## src/rtl/pipe_ctrl_pkg.sv

```systemverilog
`default_nettype none
// ----------------------------------------------------------------------------
//  Module  : pipe_ctrl_pkg
//  Purpose : Shared types and constants for the pipeline front-end sequencer
//            and the hazard logic it shares with the forwarding unit.
//  Contents: state_t        - sequencer state encoding
//            REG_ZERO       - architectural zero register index
//            DEF_CNTW       - default cycle-counter width
//            DEF_DRAIN_CYCLES - default back-end drain length after HALT
//  Revision: 1.0 - initial release
// ----------------------------------------------------------------------------
package pipe_ctrl_pkg;

  localparam logic [4:0] REG_ZERO         = 5'd0;
  localparam int         DEF_CNTW         = 16;
  localparam int         DEF_DRAIN_CYCLES = 4;

  typedef enum logic [2:0] {
    ST_IDLE   = 3'd0,
    ST_RUN    = 3'd1,
    ST_STEP   = 3'd2,
    ST_DRAIN  = 3'd3,
    ST_HALTED = 3'd4
  } state_t;

endpackage : pipe_ctrl_pkg
`default_nettype wire

```

## src/rtl/hazard_detect.sv

```systemverilog
`default_nettype none
// ----------------------------------------------------------------------------
//  Module  : hazard_detect
//  Purpose : Purely combinational load-use hazard compare. Flags when the
//            load currently in EX writes a register that the instruction in
//            ID reads. Writes to the zero register never create a hazard.
//  Ports   : i_ex_mem_read - instruction in EX is a load
//            i_ex_rt       - destination register of that load
//            i_id_rs/rt    - source registers of the instruction in ID
//            o_stall       - load-use hazard present
//  Revision: 1.0 - initial release
// ----------------------------------------------------------------------------
module hazard_detect
  import pipe_ctrl_pkg::*;
(
  input  logic       i_ex_mem_read,
  input  logic [4:0] i_ex_rt,
  input  logic [4:0] i_id_rs,
  input  logic [4:0] i_id_rt,
  output logic       o_stall
);

  logic w_dest_live;
  logic w_src_match;

  assign w_dest_live = (i_ex_rt != REG_ZERO);
  assign w_src_match = (i_ex_rt == i_id_rs) || (i_ex_rt == i_id_rt);
  assign o_stall     = i_ex_mem_read && w_dest_live && w_src_match;

endmodule : hazard_detect
`default_nettype wire

```

## src/rtl/pipeline_ctrl.sv

```systemverilog
`default_nettype none
// ----------------------------------------------------------------------------
//  Module  : pipeline_ctrl
//  Purpose : Central sequencer for the 5-stage pipeline front end. Obeys the
//            debug run/step/pause commands, inserts load-use bubbles, applies
//            branch flushes, drains the back end on HALT and counts the
//            cycles in which the pipeline advanced.
//  Ports   : clk, reset         - clock, synchronous active-high reset
//            dbg_run/step/pause - debug unit commands
//            id_rs, id_rt       - sources of the instruction in ID
//            ex_mem_read, ex_rt - load in EX and its destination
//            branch_taken       - branch resolved taken in ID
//            id_halt            - HALT instruction in ID
//            pc_write, ifid_stop, ifid_flush, idex_bubble, pipe_en
//                               - pipeline control strobes (same-cycle)
//            halted             - program finished (registered)
//            cycle_count        - executed-cycle counter (wraps)
//  Revision: 1.0 - initial release
// ----------------------------------------------------------------------------
module pipeline_ctrl
  import pipe_ctrl_pkg::*;
#(
  parameter int CNTW         = DEF_CNTW,
  parameter int DRAIN_CYCLES = DEF_DRAIN_CYCLES
) (
  input  logic            clk,
  input  logic            reset,
  input  logic            dbg_run,
  input  logic            dbg_step,
  input  logic            dbg_pause,
  input  logic [4:0]      id_rs,
  input  logic [4:0]      id_rt,
  input  logic            ex_mem_read,
  input  logic [4:0]      ex_rt,
  input  logic            branch_taken,
  input  logic            id_halt,
  output logic            pc_write,
  output logic            ifid_stop,
  output logic            ifid_flush,
  output logic            idex_bubble,
  output logic            pipe_en,
  output logic            halted,
  output logic [CNTW-1:0] cycle_count
);

  localparam int            DW         = (DRAIN_CYCLES > 1) ? $clog2(DRAIN_CYCLES) : 1;
  localparam logic [DW-1:0] DRAIN_LOAD = DW'(DRAIN_CYCLES - 1);

  state_t          r_state;
  logic [DW-1:0]   r_drain;
  logic [CNTW-1:0] r_count;
  logic            r_halted;

  logic w_hazard;
  logic w_pc_write;
  logic w_ifid_stop;
  logic w_ifid_flush;
  logic w_idex_bubble;
  logic w_pipe_en;

  hazard_detect u_hazard (
    .i_ex_mem_read (ex_mem_read),
    .i_ex_rt       (ex_rt),
    .i_id_rs       (id_rs),
    .i_id_rt       (id_rt),
    .o_stall       (w_hazard)
  );

  // Output decode. Reset forces the frozen pattern so the strobes are clean
  // during the reset cycle regardless of the state being left.
  // Inside RUN/STEP the priority is HALT > stall > branch: a HALT is passed
  // on as a NOP rather than bubbled, and a stall suppresses the flush because
  // the branch was resolved on stale operands.
  always_comb begin
    w_pc_write    = 1'b0;
    w_ifid_stop   = 1'b1;
    w_ifid_flush  = 1'b0;
    w_idex_bubble = 1'b0;
    w_pipe_en     = 1'b0;
    if (!reset) begin
      case (r_state)
        ST_RUN, ST_STEP: begin
          w_pipe_en = 1'b1;
          if (id_halt) begin
            w_pc_write  = 1'b0;
            w_ifid_stop = 1'b1;
          end else if (w_hazard) begin
            w_pc_write    = 1'b0;
            w_ifid_stop   = 1'b1;
            w_idex_bubble = 1'b1;
          end else begin
            w_pc_write   = 1'b1;
            w_ifid_stop  = 1'b0;
            w_ifid_flush = branch_taken;
          end
        end
        ST_DRAIN: begin
          w_pipe_en     = 1'b1;
          w_idex_bubble = 1'b1;
        end
        default: ;
      endcase
    end
  end

  // Sequencer, drain counter and cycle counter. halted is set on the same
  // edge that enters HALTED so it tracks the state with no extra latency.
  always_ff @(posedge clk) begin
    if (reset) begin
      r_state  <= ST_IDLE;
      r_drain  <= '0;
      r_count  <= '0;
      r_halted <= 1'b0;
    end else begin
      if (w_pipe_en) begin
        r_count <= r_count + CNTW'(1);
      end
      case (r_state)
        ST_IDLE: begin
          if (dbg_run) begin
            r_state <= ST_RUN;
          end else if (dbg_step) begin
            r_state <= ST_STEP;
          end
        end
        ST_RUN: begin
          if (id_halt) begin
            r_state <= ST_DRAIN;
            r_drain <= DRAIN_LOAD;
          end else if (dbg_pause || !dbg_run) begin
            r_state <= ST_IDLE;
          end
        end
        ST_STEP: begin
          if (id_halt) begin
            r_state <= ST_DRAIN;
            r_drain <= DRAIN_LOAD;
          end else begin
            r_state <= ST_IDLE;
          end
        end
        ST_DRAIN: begin
          if (r_drain == '0) begin
            r_state  <= ST_HALTED;
            r_halted <= 1'b1;
          end else begin
            r_drain <= r_drain - DW'(1);
          end
        end
        ST_HALTED: ;
        default: r_state <= ST_IDLE;
      endcase
    end
  end

  assign pc_write    = w_pc_write;
  assign ifid_stop   = w_ifid_stop;
  assign ifid_flush  = w_ifid_flush;
  assign idex_bubble = w_idex_bubble;
  assign pipe_en     = w_pipe_en;
  assign halted      = r_halted;
  assign cycle_count = r_count;

endmodule : pipeline_ctrl
`default_nettype wire

```

## config.mk

```make
export PLATFORM = sky130hd
export DESIGN_NAME = pipeline_ctrl
export DESIGN_NICKNAME = d
export VERILOG_FILES = /design/src/rtl/pipe_ctrl_pkg.sv /design/src/rtl/hazard_detect.sv /design/src/rtl/pipeline_ctrl.sv
export SDC_FILE = /design/constraint.sdc
export NUM_CORES = 1
export LEC_CHECK = 0
export ABC_AREA = 1
export CAP_MARGIN = 20
export CELL_PAD_IN_SITES_DETAIL_PLACEMENT = 0
export CELL_PAD_IN_SITES_GLOBAL_PLACEMENT = 1
export CORE_ASPECT_RATIO = 0.75
export CORE_UTILIZATION = 31
export CTS_CLUSTER_SIZE = 40
export DETAILED_ROUTE_END_ITERATION = 7
export PLACE_DENSITY = 0.92
export SETUP_SLACK_MARGIN = 0.1
export SLEW_MARGIN = 20
export SYNTH_ARGS = -nofsm -noshare
export SYNTH_HDL_FRONTEND = slang
export SYNTH_SLANG_ARGS = --single-unit
export TNS_END_PERCENT = 10
```

## constraint.sdc

```tcl
create_clock -name clk -period 1.53 [get_ports clk]
set_input_delay 0.153 -clock clk [delete_from_list [all_inputs] [get_ports clk]]
set_output_delay 0.153 -clock clk [all_outputs]
set_load 0.01 [all_outputs]
```

# After elaboration in Yosys (flattened, before gate mapping)
# Index checks and enable logic that the tools add are counted.
op_classes:
  addsub: 2
  eq_ne: 11
  mux: 27
  bitwise_logic: 1
  n_reduce_logical: 14
ops:
  columns: ["cell", "n"]
  rows:
  - ["$add A16 B1 Y16 const B", 1]
  - ["$mux W1", 16]
  - ["$mux W3", 5]
  - ["$pmux W3 S5", 1]
  - ["$eq A5 B5 Y1", 2]
  - ["$eq A3 B2 Y1 const B", 2]
  - ["$mux W2", 3]
  - ["$ne A3 B3 Y1 const B", 2]
  - ["$reduce_bool A5 Y1", 1]
  - ["$ne A2 B2 Y1 const B", 2]
  - ["$pmux W2 S2", 1]
  - ["$reduce_and A4 Y1", 1]
  - ["$eq A3 B1 Y1 const B", 1]
  - ["$eq A3 B3 Y1 const B", 1]
  - ["$logic_not A3 Y1", 1]
  - ["$reduce_and A3 Y1", 1]
  - ["$reduce_or A3 Y1", 1]
  - ["$logic_and A1 B1 Y1", 2]
  - ["$logic_not A2 Y1", 1]
  - ["$logic_or A1 B1 Y1", 2]
  - ["$ne A2 B1 Y1 const B", 1]
  - ["$pmux W1 S2", 1]
  - ["$reduce_and A2 Y1", 1]
  - ["$reduce_bool A2 Y1", 1]
  - ["other kinds (4)", 4]
word_totals:
  reg_bits: 22
  input_bits: 23
  word_cells: 59

# Longest topological paths before layout
# Gate-level depths: netlist of run 1.
logic_depth:
  word_depth: 7
  depth_mapped: 9

# By module
# From an unflattened synthesis of run 1, not the netlist that was laid out.
unflattened:
  cells_unflattened: 230
  area_unflattened_um2: 1417.6
modules_own_cells:
  columns: ["mod", "n_inst", "cells_each", "area_each_um2", "seq_area_each_um2"]
  rows:
  - ["pipeline_ctrl", 1, 185, 1222.4, 440.4]
  - ["hazard_detect", 1, 45, 195.2, 0.0]

# Worst setup path before layout of run 1
# Ideal clock, no wire load.
synth_timing:
  path_type: "reg2out"
  startpoint: "register r_state[0]"
  endpoint: "output ifid_flush"
  arrival_ps: 1173
  required_ps: 1377
  setup_slack_ps: 204
  stages_incl_launch_ff: 9
  path_buffers: 0
  path_cell_list: "dfxtp_1 -> inv_1 -> nand2_1 -> nand2_2 -> nor2_2 -> nand2_1 -> nor2_1 -> nand2_1 -> nor2_1"
synth_via:
  elab_chain_cells: 4
synth_rtl:
  columns: ["item", "line_no", "text"]
  rows:
  - ["start: declaration", "pipeline_ctrl.sv:49", "state_t r_state;"]
  - ["start signal: assignment", "pipeline_ctrl.sv:110", "r_state <= ST_IDLE;"]
  - ["start signal: assignment", "pipeline_ctrl.sv:121", "r_state <= ST_RUN;"]
  - ["start signal: assignment", "pipeline_ctrl.sv:123", "r_state <= ST_STEP;"]
  - ["$eq A3 B2 Y1 / $eq A3 B1 Y1 (equally long branches)", "pipeline_ctrl.sv:81", "case (r_state)"]
  - ["$reduce_or A2 Y1 (no line) *", null, null]
  - ["$mux W1 *", "pipeline_ctrl.sv:81", null]
  - ["$mux W1 *", "pipeline_ctrl.sv:80", "if (!reset) begin"]
  - ["end: declaration", "pipeline_ctrl.sv:39", "output logic ifid_flush,"]
# Mark *: on every way between the ends. The rest lies on a longest branch, timed or not.

# Worst setup path in the final report of run 1
# Ends and elaborated chain as after synthesis.

==> impl_metrics.yaml, run 1 <==
status:
  run_status: "completed"
detailed_routing:
  met3RoutedLength_um: 148
  met2_wirelength_um: 1530
  highest_layer: "met4"
  route.detailed.vias_per_inst: 4.40
  dr.first_iter.drc_count: 60
  first_pass_iters: 4
  num_vias: 1590
  route.detailed.wl_per_inst_um: 9.50
  drc_errors: 0
  route.layer.met1.wl_um: 1690
  routed_wl_um: 3430
  postRouteAntennaNets: 0
global_route:
  grt_overflow_total: 0
  number_of_global_route_vias_before_repair: 1357
  grt_first_pass_wirelength_um: 5520
  grt_start_max_net_pins: 13
  antenna_violations_before_repair: 0
  grt_usage: 0.145
critical_path:
  worstSetupEndpoint: "ifid_flush"
  cp_max_fo: 3
  worst_r2r_end: "cycle_count[12]"
  cp-startpoint: "r_state[0]"
  setup.reg_to_reg.worst_slack_ns: 0.17
  crit_path_cells: "inv_2 -> nand2_2 -> nand2_2 -> nor2_4 -> nand2_2 -> nor2_4 -> nand2_2 -> nor2_1 -> buf_2"
  critical_path.startpoint_type: "register"
  end_kind: "primary output"
  critical-path-top-cell-by-count: "nand2_2"
  ff2ff_path_depth: 8
  timing.critical_path.slowest_stage_cell: "dfxtp_2"
  max_stage_delay_ns: 0.35
  worstSetupPathType: "register to primary output"
  cpLargestDelayFamily: "simple AND/OR/NAND/NOR gates"
  critPathArrivalTime_ns: 1.36
  logic_depth_of_the_worst_setup_path_including_buffers: 9
  worst-path-buf-inv: 2
  timing.critical_path.required_ns: 1.38
  critical_path.reg2reg.startpoint: "r_state[0]"
layout:
  area_growth_pct: 51.2
  nFillCells: 466
  multi_input_comb_area_um2: 846
  antenna-diode-count: 0
  finalInstanceArea_mm2: 0.00217
  nets: 330
  sequential_cell_area_um2: 450
  fraction_of_layout_cells_with_a_size_suffix_above_1: 0.191
  end_of_flow_core_utilization: 0.487
  instances_no_fill: 361
clock_tree:
  cts_inserted_buffers: 3
  cts_htree_levels: 1
  worst_skew_pair.late_latency_ns: 0.27
  clock_path_buffers: 2
  cts_sinks: 22
  clk_pin_slew_ns: 0.08
  cts_tree: "yes"
  clk_root_buffer_cell: "clkbuf_8"
place:
  gpl_wtd_cong: 0.812
  placed_area_mm2: 0.00209
  io_buffer_count: 44
  dp_hpwl_um: 2760
  numPlacedInstances: 357
floorplan:
  start_util: 0.322
  placeableCoreArea_mm2: 0.00447
  die_height_um: 61.0
  chip_width_um: 80.6
  design.die.area_mm2: 0.00492
  fp_rows: 21
  ios: 45
pwr:
  largest_voltage_drop_on_the_vdd_net_mv: 0.303
  power_density_mw_per_mm2: 722
  power.leakage_nw: 1.11
synth:
  postSynth.asyncResetShare: 0
  sequential_fraction_of_the_synthesis_area: 0.306
  synth_enable_flop_cells: 0
  synth_fp_nets: 263
  postSynthCellCount: 238
  yosysWarningCount: 0
  yosysTopAreaCellShare: 0.306
  area_leader_netlist: "dfxtp_1"
  synth_flop_cell: "dfxtp_1"
  top_post_synthesis_cells_by_count: "nand2_1, inv_1, nor2_1"
  yosys_register_bits: 22
  post_synth_instance_area_mm2: 0.00144
  synth.top_cells.by_area: "dfxtp_1, nand2_1, inv_1, nor2_1, nand3_1"
  yosysMostFrequentCell: "nand2_1"
  average_cell_area_after_synthesis_um2: 6.04
  ys_types: 24
sta:
  setup_total_negative_slack_ns: 0
  whs_ns: 0.363
  final_max_tran_viols: 0
  finalSetupViolations: 0
  max_clock_freq_mhz: 661
  final_min_period_over_clock_period: 0.989
  worst_slew_pin_slew_ns: 0.283
  rsz_0062_raised_after_global_routing: "true"
  crit_path_time_final_ns: 1.51
  finalClockSkew_ns: 0.00354
  timing.slew.headroom: 0.812
  report.final.hold_viol_count: 0
worst_hold_path:
  hold_path_startpoint: "reset"
  min_path_type: "input pin to register"
run:
  max_cap_viol_count: 0
-- power by group --
group	leakage (nW)	internal, mW	total, mW	switching (mW)
Combinational	0.904	0.245	0.512	0.267
Sequential	0.182	0.612	0.634	0.0216
Clock	0.0288	0.230	0.422	0.193
-- worst register-to-register path, stage by stage, from the launching register on --
cell,delay (ns)
dfxtp_2,0.35
buf_4,0.12
nor2_2,0.05
nor2_4,0.21
nand3_4,0.12
nor2_1,0.13
nand2_1,0.11
o21ai_1,0.13
nor2_1,0.04
-- cell type report --
| cell class | count | share of cell area |
|---|---|---|
| timing repair buffer | 64 | 0.268 |
| sequential | 22 | 0.207 |
| clock buffer | 4 | 0.0253 |
| multi-input combinational | 169 | 0.389 |
| tap | 57 | 0.0328 |
| inverter | 45 | 0.0777 |
-- sequential cells by signal, indices dropped and copies added, names as in the netlist --
| name | count |
|---|---|
| r_drain | 2 |
| r_state | 3 |
| halted | 1 |
| cycle_count | 16 |
-- per-layer routing --
metal | vias up | track usage
li1 | 866 | -
met4 | 0 | 0.0587
met2 | 34 | 0.248
met3 | 5 | 0.0241
met1 | 685 | 0.184
met5 | - | 0
-- cells by family (layout without fill, tap and decap cells) --
family	Yosys count	count (layout)	synth area share
and+or+nand+nor	138	138	0.437
buffers and inverters	47	113	0.126
AOI/OAI and AO/OA	26	26	0.0949
DFF	22	22	0.306
xor gates and xnor gates	3	3	0.0183
adders and majority gates	2	2	0.0174
-- how the worst min path moves through the flow --
stage,endpoint,slack [ns],cells past startpoint
after floorplan,r_state[0],0.38,4
after global placement,halted,0.44,2
after detailed placement,halted,0.45,2
after CTS,halted,0.32,2
after global routing,halted,0.39,2
final,halted,0.36,2
-- layout by cell type, fill, tap and decap left out, types with 3 or more instances in the layout --
cell,instances
buf_2,5
o21ai_1,3
buf_4,20
a21oi_1,12
nand4_1,5
nand2_2,5
nand2_1,65
clkdlybuf4s50_1,28
inv_2,4
inv_1,41
dfxtp_2,8
dlymetal6s2s_1,8
nand3_1,14
clkbuf_8,4
nor2_1,35
o21ai_0,8
dlygate4sd2_1,3
nor2_4,4
dfxtp_1,14
-- what timing repair did --
action | 4_1_cts | 5_1_grt
resized for setup | 31 | 20
hold buffers | 0 | 0
endpoints found under the setup margin | 10 | 17
setup buffers | 0 | 0
pin swaps | 5 | 8
-- stage by stage --
stage | setup WS (ns) | power, mW
global route | -0.115 | 1.66
detailed placement | -0.428 | 1.16
global placement | -0.413 | 1.15
finish | 0.0166 | 1.57
CTS | -0.0796 | 1.58
floorplan | 0.204 | 0.894
Note: power is estimated with default switching activity, not from simulation.
==> run 2, diff against run 1 <==
CTS_CLUSTER_SIZE = 16   (was 40)
==> results of run 2 <==
No change in the layout: final DEF, timing and power equal those of run 1.
